--- config.mk ---
export PLATFORM = sky130hd
export DESIGN_NAME = exec_control_flat
export DESIGN_NICKNAME = d
export VERILOG_FILES = /design/src/rtl/exec_control_if.sv /design/src/rtl/exec_control.sv /design/src/flat_wrapper.sv
export SDC_FILE = /design/constraint.sdc
export NUM_CORES = 1
export LEC_CHECK = 0
export ABC_AREA = 0
export CORE_ASPECT_RATIO = 1.25
export CORE_MARGIN = 4
export CORE_UTILIZATION = 40
export CTS_BUF_LIST = sky130_fd_sc_hd__clkbuf_4
export CTS_CLUSTER_SIZE = 12
export DETAILED_ROUTE_END_ITERATION = 6
export PLACE_DENSITY = 0.76
export SYNTH_ARGS = -nofsm -noshare
export SYNTH_HDL_FRONTEND = slang
export SYNTH_SLANG_ARGS = --single-unit
--- constraint.sdc ---
create_clock -name i_clk -period 1.49 [get_ports i_clk]
set_input_delay 0.298 -clock i_clk [delete_from_list [all_inputs] [get_ports i_clk]]
set_output_delay 0.298 -clock i_clk [all_outputs]
set_load 0.1 [all_outputs]
--- src/rtl/exec_control_if.sv ---
// Bus bundle between the exec_control sequencer and its surroundings:
// program memory, data memory and the ALU. The sequencer is the master.
interface exec_control_if #(
    parameter int PC_WIDTH      = 8,
    parameter int DM_ADDR_WIDTH = 4
);
    // Program memory (synchronous read, data valid one cycle after address)
    logic [PC_WIDTH-1:0]      pm_addr;
    logic [11:0]              pm_data;

    // Data memory (synchronous read, single-cycle write strobe)
    logic [DM_ADDR_WIDTH-1:0] dm_addr;
    logic [7:0]               dm_rdata;
    logic [7:0]               dm_wdata;
    logic                     dm_we;

    // ALU operand/control side and its results; flags are {Z,C,S,O}
    logic                     alu_enable;
    logic [3:0]               alu_mode;
    logic [7:0]               alu_op1;
    logic [7:0]               alu_op2;
    logic [3:0]               alu_cflags;
    logic [7:0]               alu_result;
    logic [3:0]               alu_flags;

    modport master (
        output pm_addr,
        input  pm_data,
        output dm_addr,
        input  dm_rdata,
        output dm_wdata,
        output dm_we,
        output alu_enable,
        output alu_mode,
        output alu_op1,
        output alu_op2,
        output alu_cflags,
        input  alu_result,
        input  alu_flags
    );

    modport slave (
        input  pm_addr,
        output pm_data,
        input  dm_addr,
        output dm_rdata,
        input  dm_wdata,
        input  dm_we,
        input  alu_enable,
        input  alu_mode,
        input  alu_op1,
        input  alu_op2,
        input  alu_cflags,
        output alu_result,
        output alu_flags
    );
endinterface

--- src/rtl/exec_control.sv ---
// Multi-cycle fetch/decode/execute sequencer in front of the ALU.
// Owns PC, IR, accumulator and status register. ALU ops take five cycles
// (FETCH, DECODE, LOAD, EXECUTE, WRITEBACK); all others take three
// (FETCH, DECODE, WRITEBACK). Instruction encoding (IR[11:0]):
//   1mmm mD.. aaaa : ALU op, mode m, D=1 stores to mem[a] instead of Acc
//   01ss tttt tttt : jump to t if SR bit s is set (00 Z, 01 C, 10 S, 11 O)
//   0000 xxxx xxxx : NOP
//   0001 tttt tttt : JMP t
//   0010 iiii iiii : LDI i
//   0011 xxxx xxxx : HALT
module exec_control #(
    parameter int                 PC_WIDTH      = 8,
    parameter int                 DM_ADDR_WIDTH = 4,
    parameter logic [PC_WIDTH-1:0] RESET_PC     = '0
) (
    input  logic          i_clk,
    input  logic          i_rst,
    input  logic          i_run,
    exec_control_if.master io_bus,
    output logic [7:0]    o_acc,
    output logic          o_halted
);

    localparam logic [2:0] S_IDLE      = 3'd0;
    localparam logic [2:0] S_FETCH     = 3'd1;
    localparam logic [2:0] S_DECODE    = 3'd2;
    localparam logic [2:0] S_LOAD      = 3'd3;
    localparam logic [2:0] S_EXECUTE   = 3'd4;
    localparam logic [2:0] S_WRITEBACK = 3'd5;
    localparam logic [2:0] S_HALT      = 3'd6;

    logic [2:0]          r_state;
    logic [PC_WIDTH-1:0] r_pc;
    logic [11:0]         r_ir;
    logic [7:0]          r_acc;
    logic [3:0]          r_sr;      // {Z,C,S,O}
    logic [7:0]          r_result;  // ALU result captured at end of EXECUTE
    logic [3:0]          r_flags;   // ALU flags captured at end of EXECUTE

    logic [2:0]          w_next_state;
    logic [PC_WIDTH-1:0] w_pc_inc;
    logic [PC_WIDTH-1:0] w_target;
    logic [PC_WIDTH-1:0] w_pc_next;
    logic                w_is_alu;
    logic                w_to_mem;
    logic                w_is_ldi;
    logic                w_is_halt;
    logic                w_cond_bit;

    // Decode of the latched instruction; only meaningful from LOAD onwards.
    assign w_is_alu  = r_ir[11];
    assign w_to_mem  = r_ir[6];
    assign w_is_ldi  = (r_ir[11:8] == 4'b0010);
    assign w_is_halt = (r_ir[11:8] == 4'b0011);
    assign w_pc_inc  = r_pc + PC_WIDTH'(1);
    assign w_target  = PC_WIDTH'(r_ir[7:0]);

    // Bus outputs are pure decodes of state and registers.
    assign io_bus.pm_addr    = r_pc;
    assign io_bus.dm_addr    = DM_ADDR_WIDTH'(r_ir[3:0]);
    assign io_bus.dm_wdata   = r_result;
    assign io_bus.dm_we      = (r_state == S_WRITEBACK) && w_is_alu && w_to_mem;
    assign io_bus.alu_enable = (r_state == S_EXECUTE);
    assign io_bus.alu_mode   = r_ir[10:7];
    assign io_bus.alu_op1    = r_acc;
    assign io_bus.alu_op2    = io_bus.dm_rdata;
    assign io_bus.alu_cflags = r_sr;
    assign o_acc             = r_acc;
    assign o_halted          = (r_state == S_HALT);

    // Select the SR bit tested by a conditional jump.
    always_comb begin
        // NOTE: assign a default first so no path leaves the output unassigned (no latch).
        w_cond_bit = 1'b0;
        case (r_ir[9:8])
            2'b00:   w_cond_bit = r_sr[3];
            2'b01:   w_cond_bit = r_sr[2];
            2'b10:   w_cond_bit = r_sr[1];
            default: w_cond_bit = r_sr[0];
        endcase
    end

    // PC value committed at the end of WRITEBACK.
    always_comb begin
        w_pc_next = w_pc_inc;
        if (!w_is_alu) begin
            if (r_ir[10]) begin
                if (w_cond_bit) begin
                    w_pc_next = w_target;
                end
            end else begin
                case (r_ir[9:8])
                    2'b01:   w_pc_next = w_target;
                    2'b11:   w_pc_next = r_pc;
                    default: w_pc_next = w_pc_inc;
                endcase
            end
        end
    end

    // Sequencer next state; Run is only consulted when leaving IDLE or WRITEBACK.
    always_comb begin
        w_next_state = r_state;
        case (r_state)
            S_IDLE:      if (i_run) w_next_state = S_FETCH;
            S_FETCH:     w_next_state = S_DECODE;
            S_DECODE:    w_next_state = io_bus.pm_data[11] ? S_LOAD : S_WRITEBACK;
            S_LOAD:      w_next_state = S_EXECUTE;
            S_EXECUTE:   w_next_state = S_WRITEBACK;
            S_WRITEBACK: begin
                if (!w_is_alu && w_is_halt) begin
                    w_next_state = S_HALT;
                end else if (i_run) begin
                    w_next_state = S_FETCH;
                end else begin
                    w_next_state = S_IDLE;
                end
            end
            S_HALT:      w_next_state = S_HALT;
            default:     w_next_state = S_IDLE;
        endcase
    end

    // State and architectural registers; reset aborts any instruction in flight.
    always_ff @(posedge i_clk or posedge i_rst) begin
        if (i_rst) begin
            r_state  <= S_IDLE;
            r_pc     <= RESET_PC;
            r_ir     <= '0;
            r_acc    <= '0;
            r_sr     <= '0;
            r_result <= '0;
            r_flags  <= '0;
        end else begin
            // NOTE: non-blocking so every register samples pre-edge values.
            r_state <= w_next_state;
            case (r_state)
                S_DECODE: r_ir <= io_bus.pm_data;
                S_EXECUTE: begin
                    r_result <= io_bus.alu_result;
                    r_flags  <= io_bus.alu_flags;
                end
                S_WRITEBACK: begin
                    r_pc <= w_pc_next;
                    if (w_is_alu) begin
                        r_sr <= r_flags;
                        if (!w_to_mem) begin
                            r_acc <= r_result;
                        end
                    end else if (w_is_ldi) begin
                        r_acc <= r_ir[7:0];
                    end
                end
                default: ;
            endcase
        end
    end

endmodule

--- src/flat_wrapper.sv ---
// flat-port wrapper written by rule: the top's interface ports become plain ports
module exec_control_flat 
#(
    parameter int                 PC_WIDTH      = 8,
    parameter int                 DM_ADDR_WIDTH = 4,
    parameter logic [PC_WIDTH-1:0] RESET_PC     = '0
)
  (i_clk, i_rst, i_run, o_acc, o_halted, io_bus_pm_addr, io_bus_pm_data, io_bus_dm_addr, io_bus_dm_rdata, io_bus_dm_wdata, io_bus_dm_we, io_bus_alu_enable, io_bus_alu_mode, io_bus_alu_op1, io_bus_alu_op2, io_bus_alu_cflags, io_bus_alu_result, io_bus_alu_flags);
  exec_control_if #(.PC_WIDTH(PC_WIDTH), .DM_ADDR_WIDTH(DM_ADDR_WIDTH)) io_bus_i ();
  input  logic i_clk;
  input  logic i_rst;
  input  logic i_run;
  output logic [7:0] o_acc;
  output logic o_halted;
  output wire logic [$bits(io_bus_i.pm_addr)-1:0] io_bus_pm_addr;
  input wire logic [$bits(io_bus_i.pm_data)-1:0] io_bus_pm_data;
  output wire logic [$bits(io_bus_i.dm_addr)-1:0] io_bus_dm_addr;
  input wire logic [$bits(io_bus_i.dm_rdata)-1:0] io_bus_dm_rdata;
  output wire logic [$bits(io_bus_i.dm_wdata)-1:0] io_bus_dm_wdata;
  output wire logic [$bits(io_bus_i.dm_we)-1:0] io_bus_dm_we;
  output wire logic [$bits(io_bus_i.alu_enable)-1:0] io_bus_alu_enable;
  output wire logic [$bits(io_bus_i.alu_mode)-1:0] io_bus_alu_mode;
  output wire logic [$bits(io_bus_i.alu_op1)-1:0] io_bus_alu_op1;
  output wire logic [$bits(io_bus_i.alu_op2)-1:0] io_bus_alu_op2;
  output wire logic [$bits(io_bus_i.alu_cflags)-1:0] io_bus_alu_cflags;
  input wire logic [$bits(io_bus_i.alu_result)-1:0] io_bus_alu_result;
  input wire logic [$bits(io_bus_i.alu_flags)-1:0] io_bus_alu_flags;
  assign io_bus_pm_addr = io_bus_i.pm_addr;
  assign io_bus_i.pm_data = io_bus_pm_data;
  assign io_bus_dm_addr = io_bus_i.dm_addr;
  assign io_bus_i.dm_rdata = io_bus_dm_rdata;
  assign io_bus_dm_wdata = io_bus_i.dm_wdata;
  assign io_bus_dm_we = io_bus_i.dm_we;
  assign io_bus_alu_enable = io_bus_i.alu_enable;
  assign io_bus_alu_mode = io_bus_i.alu_mode;
  assign io_bus_alu_op1 = io_bus_i.alu_op1;
  assign io_bus_alu_op2 = io_bus_i.alu_op2;
  assign io_bus_alu_cflags = io_bus_i.alu_cflags;
  assign io_bus_i.alu_result = io_bus_alu_result;
  assign io_bus_i.alu_flags = io_bus_alu_flags;
  exec_control #(.PC_WIDTH(PC_WIDTH), .DM_ADDR_WIDTH(DM_ADDR_WIDTH), .RESET_PC(RESET_PC)) u_core (.i_clk(i_clk), .i_rst(i_rst), .i_run(i_run), .io_bus(io_bus_i), .o_acc(o_acc), .o_halted(o_halted));
endmodule
# [Yosys cells after proc, flatten, opt, wreduce, memory -nomap -nowiden]
# Cells that the tools add are included.
# Widths: inputs -> output; s select.
[word_totals] input_bits=35 elab_cells=45 regBits=47
[op_classes] n_eq_ne=14 addsub=1 mux=13 n_reduce_logical=10
[op_table] op="$mux 8" count=6
[op_table] op="$pmux 3 s7" count=1
[op_table] op="$pmux 8 s2" count=1
[op_table] op="$eq 3x3->1 const B" count=3
[op_table] op="$mux 3" count=3
[op_table] op="$add 8x1->8 const B" count=1
[op_table] op="$eq 4x2->1 const B" count=2
[op_table] op="$eq 3x2->1 const B" count=2
[op_table] op="$eq 2x2->1 const B" count=2
[op_table] op="$ne 2x2->1 const B" count=2
[op_table] op="$reduce_and 2->1" count=2
[op_table] op="$eq 3x1->1 const B" count=1
[op_table] op="$logic_and 1x1->1" count=3
[op_table] op="$logic_not 3->1" count=1
[op_table] op="$ne 3x1->1 const B" count=1
[op_table] op="$pmux 1 s3" count=1
[op_table] op="$reduce_and 3->1" count=1
[op_table] op="$eq 2x1->1 const B" count=1
[op_table] op="$logic_not 2->1" count=1
[op_table] op="$reduce_bool 2->1" count=1
[op_table] op="$logic_not 1->1" count=1
[op_table] op="$mux 1" count=1

# [Longest topological paths before layout]
# Gate-level depths: netlist of run 1.
[logic_depth] depth_word=5 depth_mapped=6

# [Worst setup path before layout of run 1]
# Ideal clock, no wire load.
[synth_timing] path_type="reg-to-output" start="reg u_core.r_state[1]" end="out io_bus_dm_we" required_time_ps=1192 setup_slack_ps=-926 t_arrival_ps=2118 path_buffers=1 path_stages_with_launch=5 cell_sequence="dfrtp_1 > and3b_1 > clkbuf_1 > nand2_1 > nor2_1"
[synth_between] elab_chain_cells=3
[synth_lines] item="start, declared" line_no="exec_control.sv:32" rtl="logic [2:0] r_state;"
[synth_lines] item="start signal, assigned" line_no="exec_control.sv:136" rtl="r_state <= w_next_state;"
[synth_lines] item="$eq 3x3->1" line_no="exec_control.sv:62" rtl="assign io_bus.dm_we = (r_state == S_WRITEBACK) && w_is_alu && w_to_mem;"
[synth_lines] item="$logic_and 1x1->1 (2 in a row)" line_no="exec_control.sv:62"
[synth_lines] item="end, declared" line_no="flat_wrapper.sv:20" rtl="output wire logic [$bits(io_bus_i.dm_we)-1:0] io_bus_dm_we;"
# No other way between the ends.

# [Worst setup path after layout of run 1]
[layout_timing] start="reg u_core.r_state[0]" end="out io_bus_alu_enable"
[layout_between] elab_chain_cells=1
[layout_lines] item="$eq 3x3->1" line_no="exec_control.sv:63" rtl="assign io_bus.alu_enable = (r_state == S_EXECUTE);"
[layout_lines] item="end, declared" line_no="flat_wrapper.sv:21" rtl="output wire logic [$bits(io_bus_i.alu_enable)-1:0] io_bus_alu_enable;"
# No other way between the ends.

==> impl_results.md, run 1 <==
- Status: complete, but fails checks
- Violated checks: setup timing
- Synth top cells by count: 47 x dfrtp_1, 24 x buf_4, 20 x mux2_2
- Mapped Avg Cell Area: 11.54 µm²
- Final setup viols: 27
- Post-Synth XOR/XNOR Area: 0%
- GPL Wtd Cong: roughly 0.86
- # rows: 31
- Crit path time final: roughly 1.8 ns
- Worst setup EP type: output pin
- Area contributors post-synth: dfrtp_1 48%, mux2_2 9.2%, buf_4 7.4%
- Sequential share of the synthesized area: roughly 48%
- Top cell type's share of synthesized area: between 40 and 50%
- First-pass GRT wire length: between 10000 and 15000 µm
- Top-count cell post-synth: dfrtp_1
- Ports placed on the boundary: 90
- Wire per inst: about 18 µm
- Max Freq: between 0.5 and 0.6 GHz
- Iter 0 DRT Violations: ~120
- Die W: ~78 µm
- Clk sinks: between 40 and 50
- Crit path arrival time: approximately 1.5 ns
- Setup ws final: -0.2809 ns
- Area after DPL: about 3900 µm²
- Worst-case clock buffer depth: 2
- Reg2reg start: u_core.r_ir[8]
- Simple-gate portion of the synthesized area: ~11%
- Fillers: around 350
- Worst setup path class: reg -> out
- Vias in the first global route: about 2100
- TritonCTS clock tree: done
- Antenna diodes: 0
- Slew Limit Fails: 0
- Yosys cell types: 46
- Post-Layout Inst Area: ~4400 µm²
- GRT Util Overall: 18.44%
- Starting Density: 41.76%
- Core footprint: 5857 µm²
- Detail Route Antenna Nets: 0
- Compound-Gate Fraction of Synth Area: ~14%
- Layout area overhead: 78.41%
- Largest family of logic cells by synthesized area: multiplexers
- EDFF count, synth: 0
- Initial antenna violation count: 0
- Worst-Skew Late Latency: ~0.37 ns
- Area leader, netlist: dfrtp_1
- DR vias/cell: roughly 5.3
- Startpoint types: register
- CP Data Required Time: between 1 and 1.5 ns
- IO buf count: between 70 and 80
- Worst slew pin tran: 0.3905 ns
- Worst Hold Class: in -> async
- Cell area after synthesis: 2446 µm²
- Layout cells sized above 1: between 50% and 60%
- DRT Pass-1 Iters: 4
- CTS Buf Count: 5
- Mapped Nets: 248
- Worst path most repeated cell: buf_6
- Ys flop type: dfrtp_1
- #FFs+latches synth: 47
- H-tree depth: 2
- Fin crit share: 118.9%
- MaxCap Viol Count: 0
- HPWL Detailed: between 4000 and 5000 µm
- Max_slew headroom: 73.97%
- CP startpoint: u_core.r_state[0]
- Fraction of registers with async set or reset after synthesis: 100.0%
- Routed WL: 7194 µm
- Hold Vio Cnt, Final: 0
- RSZ-0062 raised after global routing: yes
- Gr ovfl total: 0
- Clk root buf: clkbuf_4
- Largest net degree at the start of global routing: 48
- # DRC: 0
- Die ar.: 7438 µm²
- Nets: 342
- Worst-path cell chain: buf_6 > nor3b_4 > buf_6 > buf_12
- Routed via count: 2077
- Hold_ws: approximately 0.25 ns
- Post-Synth Adder-Cell Area: less than 1%
- Reg clk slew, reported paths: 0.14 ns
- Mux contribution to synthesized area: 15.81%
- Die Span Y: 95.43 µm
- Critical Path Slowest Stage Cell: dfrtp_1
- YS warnings: 0
- Layout Skew: ~0.012 ns
- Max incr delay on CP: about 0.44 ns
- Crit-path max FO: 4
- Post-Syn Instances: 212
## layout make-up
cell class | count | area, µm² | area share, %
Clock buffer | 5 | 37.54 | 0.8601
Clock inverter | 3 | 38.79 | 0.8888
Inverter | 5 | 18.77 | 0.4300
Multi-Input combinational cell | 127 | 1284 | 29.42
Sequential cell | 47 | 1221 | 27.98
Tap cell | 82 | 102.6 | 2.351
Timing Repair Buffer | 120 | 1662 | 38.07
## critical path: cells and delay by family (launching register included)
kind          cells  cell delay, ns
buf+inv           3            0.44
flops             1            0.44
simple gates      1            0.22
## path summary, 6_finish.rpt
path                                          endpoint  slack, ns  cells after the start
min in group i_clk                      u_core.r_ir[3]       0.52                      2
hold reg to reg                      u_core.r_flags[2]       0.53                      1
hold / removal                u_core.io_bus.alu_op1[7]       0.25                      3
max in group asynchronous  u_core.io_bus.alu_cflags[2]       0.99                      3
setup / recovery                     io_bus_alu_enable      -0.28                      4
setup reg to reg              u_core.io_bus.pm_addr[5]      -0.20                      4
## state kept, by name (all words and copies together), names as in the netlist
| signal | flops |
|---|---|
| u_core.r_state | 3 |
| u_core.r_ir | 12 |
| u_core.io_bus.alu_cflags | 4 |
| u_core.io_bus.alu_op1 | 8 |
| u_core.r_flags | 4 |
| u_core.io_bus.pm_addr | 8 |
| u_core.io_bus.dm_wdata | 8 |
## logic make-up after synthesis
family | after synthesis
AOI/OAI and AO/OA | 46
adders and majority gates | 1
buffers and inverters | 38
DFF | 47
muxes | 35
and+or+nand+nor | 45
## cell usage in the layout, fill, tap and decap left out, drive strengths merged, types with 2 or more instances in the layout
cell,instances
inv,5
and3,2
nor3,2
a311o,3
clkinv,2
dfrtp,47
mux2i,9
o311a,2
o31ai,2
o211ai,2
nor3b,2
a221o,2
o2111ai,2
buf,94
a2111oi,3
nand4bb,2
nand2,19
a21o,2
clkbuf,5
o21ai,19
a21oi,2
nor2,4
nand3,3
mux2,26
clkdlybuf4s50,26
and3b,2
## through the flow
stage	setup TNS [ns]	util [%]	worst slack [ns]	std cells
after floorplan	-2.405	-	-0.1812	212
after global placement	-1.145	66.27	-0.1859	367
after detailed placement	-1.750	66.27	-0.2708	367
after CTS	-1.706	71.35	-0.2861	383
after global routing	-4.022	74.51	-0.3410	389
final	-2.595	74.51	-0.2809	389
## metal layers
metal | global-route usage (%) | wire length [µm] | vias to the layer above
met5 | 0 | 0 | -
met4 | 7.872 | 216 | 0
met3 | 4.537 | 313 | 23
met2 | 32.79 | 3741 | 79
met1 | 21.11 | 2922 | 1024
li1 | - | - | 951
## what timing repair did
action                     in CTS  in global routing
gates cloned                    0                  1
hold endpoints to repair        0                  0
setup buffers                   8                  7
hold buffers                    0                  0
gates resized for setup        37                 40
setup endpoints to repair      16                 38
pin swaps                       4                  9
Power of run 1 is left out: the tool's default activity adds up to more than one toggle a clock period on the data nets, which glitch-free logic cannot reach.
==> inputs of run 2 (changes only) <==
--- a/config.mk
+++ b/config.mk
@@ -7,7 +7,6 @@
 export LEC_CHECK = 0
 export ABC_AREA = 0
 export CORE_ASPECT_RATIO = 1.25
-export CORE_MARGIN = 4
 export CORE_UTILIZATION = 40
 export CTS_BUF_LIST = sky130_fd_sc_hd__clkbuf_4
 export CTS_CLUSTER_SIZE = 12
==> impl_results.md, run 2 (same netlist as run 1, synthesis figures left out) <==
- First-pass GRT wire length: 10050 µm (-5.3%)
- MaxCap Viol Count: 0 (unchanged)
- IO buf count: 73 (unchanged)
- Layout cells sized above 1: 58.25% (about the same)
- CP Data Required Time: 1.19 ns (about the same)
- Worst-Skew Late Latency: 0.37 ns (about the same)
- Violated checks: setup timing
- Wire per inst: 17.45 µm (-5.6%)
- Worst-case clock buffer depth: 2 (unchanged)
- Worst Hold Class: in -> async
- Reg clk slew, reported paths: 0.16 ns (+0.02 ns)
- Die ar.: 6434 µm² (-14%)
- TritonCTS clock tree: done
- Worst R2R End: u_core.io_bus.pm_addr[5]
- Antenna diodes: 0 (unchanged)
- H-tree depth: 2 (unchanged)
- Max_slew headroom: 64.26% (-9.7 points)
- Layout Skew: 0.01634 ns (+0.004816 ns)
- Routed via count: 2090 (+0.63%)
- Vias in the first global route: 2073 (-2.3%)
- Clk root buf: clkbuf_4
- GRT Util Overall: 20.66% (+2.2 points)
- Clk sinks: 47 (unchanged)
- R2r setup slk: -0.22 ns (-0.02 ns)
- Core footprint: 5857 µm² (unchanged)
- Placed Cells incl. Taps: 366 (-0.27%)
- Final setup viols: 31 (+15%)
- Crit path arrival time: 1.47 ns (about the same)
- Most flop-heavy register: u_core.r_ir
- Starting Density: 41.76% (unchanged)
- CTS Buf Count: 5 (unchanged)
- Setup ws final: -0.2817 ns (-0.0008610 ns)
- Hold Vio Cnt, Final: 0 (unchanged)
- Post-Layout Inst Area: 4398 µm² (+0.77%)
- Max Freq: 0.5644 GHz (about the same)
- Commonest non-fill, non-tap cell in the layout: buf_12
- Detail Route Antenna Nets: 0 (unchanged)
- Routed WL: 6824 µm (-5.1%)
- Area after DPL: 3874 µm² (-0.19%)
- Worst r2r path cells: 5 (+1)
- Largest net degree at the start of global routing: 48 (unchanged)
- Nets: 344 (+0.58%)
- Layout area overhead: 79.80%
- Startpoint types: register
- Ports placed on the boundary: 90 (unchanged)
- Most frequent cells in the layout: 50 x buf_12, 26 x clkdlybuf4s50_1, 23 x buf_6, 23 x buf_4, 23 x dfrtp_1
- Crit path time final: 1.772 ns (+0.0008610 ns)
- Final Non-Filler Cells: 391 (+0.51%)
- DRT Pass-1 Iters: 4 (unchanged)
- Die W: 71.95 µm (-7.7%)
- Fin crit share: 118.9% (about the same)
- CTS Hold Bufs: 0 (unchanged)
- Crit-path max FO: 3 (-1)
- HPWL Detailed: 4504 µm (-6.0%)
- Die Span Y: 89.43 µm (-6.3%)
- Slew Limit Fails: 0 (unchanged)
- Initial antenna violation count: 0 (unchanged)
- Worst slew pin tran: 0.5355 ns (+0.1451 ns)
- Status: complete, but fails checks
- DR vias/cell: 5.345 (+0.11%)
- Reg2reg start: u_core.r_ir[8]
- Fillers: 351 (unchanged)
- Max reg flops: 12 (unchanged)
- Final Util: 75.09% (+0.58 points)
- # rows: 31 (unchanged)
- Iter 0 DRT Violations: 68 (-45%)
- Worst setup EP type: output pin
- Gr ovfl total: 0 (unchanged)
- GPL Wtd Cong: 0.8105 (-5.3%)
- CP Capture Point: io_bus_alu_enable
- # DRC: 0 (unchanged)
- CP startpoint: u_core.r_state[0]
- Worst setup path class: reg -> out
- RSZ-0062 raised after global routing: yes
==> run 2: per-layer routing <==
metal / share of wire, % / up-vias / track usage [%]
met5: 0 / - / 0
met4: 2.5 / 0 / 8.021
met3: 3.8 / 15 / 4.171
met2: 55 / 82 / 37.48
met1: 39 / 1037 / 24.03
li1: - / 956 / -
==> run 2: layout make-up <==
type	instances	area (µm²)	area share, %
Clock inverter	3	42.54	0.9673
Clock buffer	5	37.54	0.8535
Sequential cell	47	1224	27.82
Inverter	5	18.77	0.4267
Tap cell	82	102.6	2.333
Timing Repair Buffer	122	1693	38.49
Multi-Input combinational cell	127	1280	29.10
==> run 2: what timing repair did <==
action	CTS	global route
cloned	0	1
setup buffers	11	11
pin swaps	6	11
setup endpoints to repair	31	52
resized for setup	40	37
==> run 2: worst min-delay path by stage <==
stage	end	slack [ns]	cells past startpoint
floorplan	u_core.r_ir[11]	0.41	2
global placement	u_core.io_bus.alu_cflags[2]	0.46	1
detailed placement	u_core.io_bus.alu_cflags[0]	0.48	1
CTS	u_core.io_bus.dm_wdata[4]	0.26	3
global route	u_core.io_bus.dm_wdata[4]	0.25	3
finish	u_core.io_bus.alu_op1[7]	0.26	3
==> run 2: per-stage QoR <==
stage | setup TNS, ns | hold slack (ns) | worst slack, ns
6_report | -2.723 | 0.2577 | -0.2817
3_5_place_dp | -1.500 | 0.4754 | -0.2478
3_3_place_gp | -1.125 | 0.4608 | -0.1989
5_1_grt | -5.263 | 0.2510 | -0.3568
4_1_cts | -3.020 | 0.2568 | -0.3167
2_1_floorplan | -2.405 | 0.4148 | -0.1812
==> run 2: worst max-delay path, stage by stage (launching register included) <==
cell and delay, ns:
dfrtp_2 0.47, buf_6 0.14, nor3b_4 0.20, buf_6 0.14, buf_12 0.16
Power of run 2 is left out for the same reason.
==> inputs of run 3 (changes only) <==
--- a/config.mk
+++ b/config.mk
@@ -6,12 +6,14 @@
 export NUM_CORES = 1
 export LEC_CHECK = 0
 export ABC_AREA = 0
+export CAP_MARGIN = 20
 export CORE_ASPECT_RATIO = 1.25
 export CORE_UTILIZATION = 40
 export CTS_BUF_LIST = sky130_fd_sc_hd__clkbuf_4
 export CTS_CLUSTER_SIZE = 12
 export DETAILED_ROUTE_END_ITERATION = 6
 export PLACE_DENSITY = 0.76
+export SLEW_MARGIN = 10
 export SYNTH_ARGS = -nofsm -noshare
 export SYNTH_HDL_FRONTEND = slang
 export SYNTH_SLANG_ARGS = --single-unit
==> results of run 3 <==
The final DEF is identical to that of run 2; final timing and power are the same.
Power of run 3 is left out for the same reason.
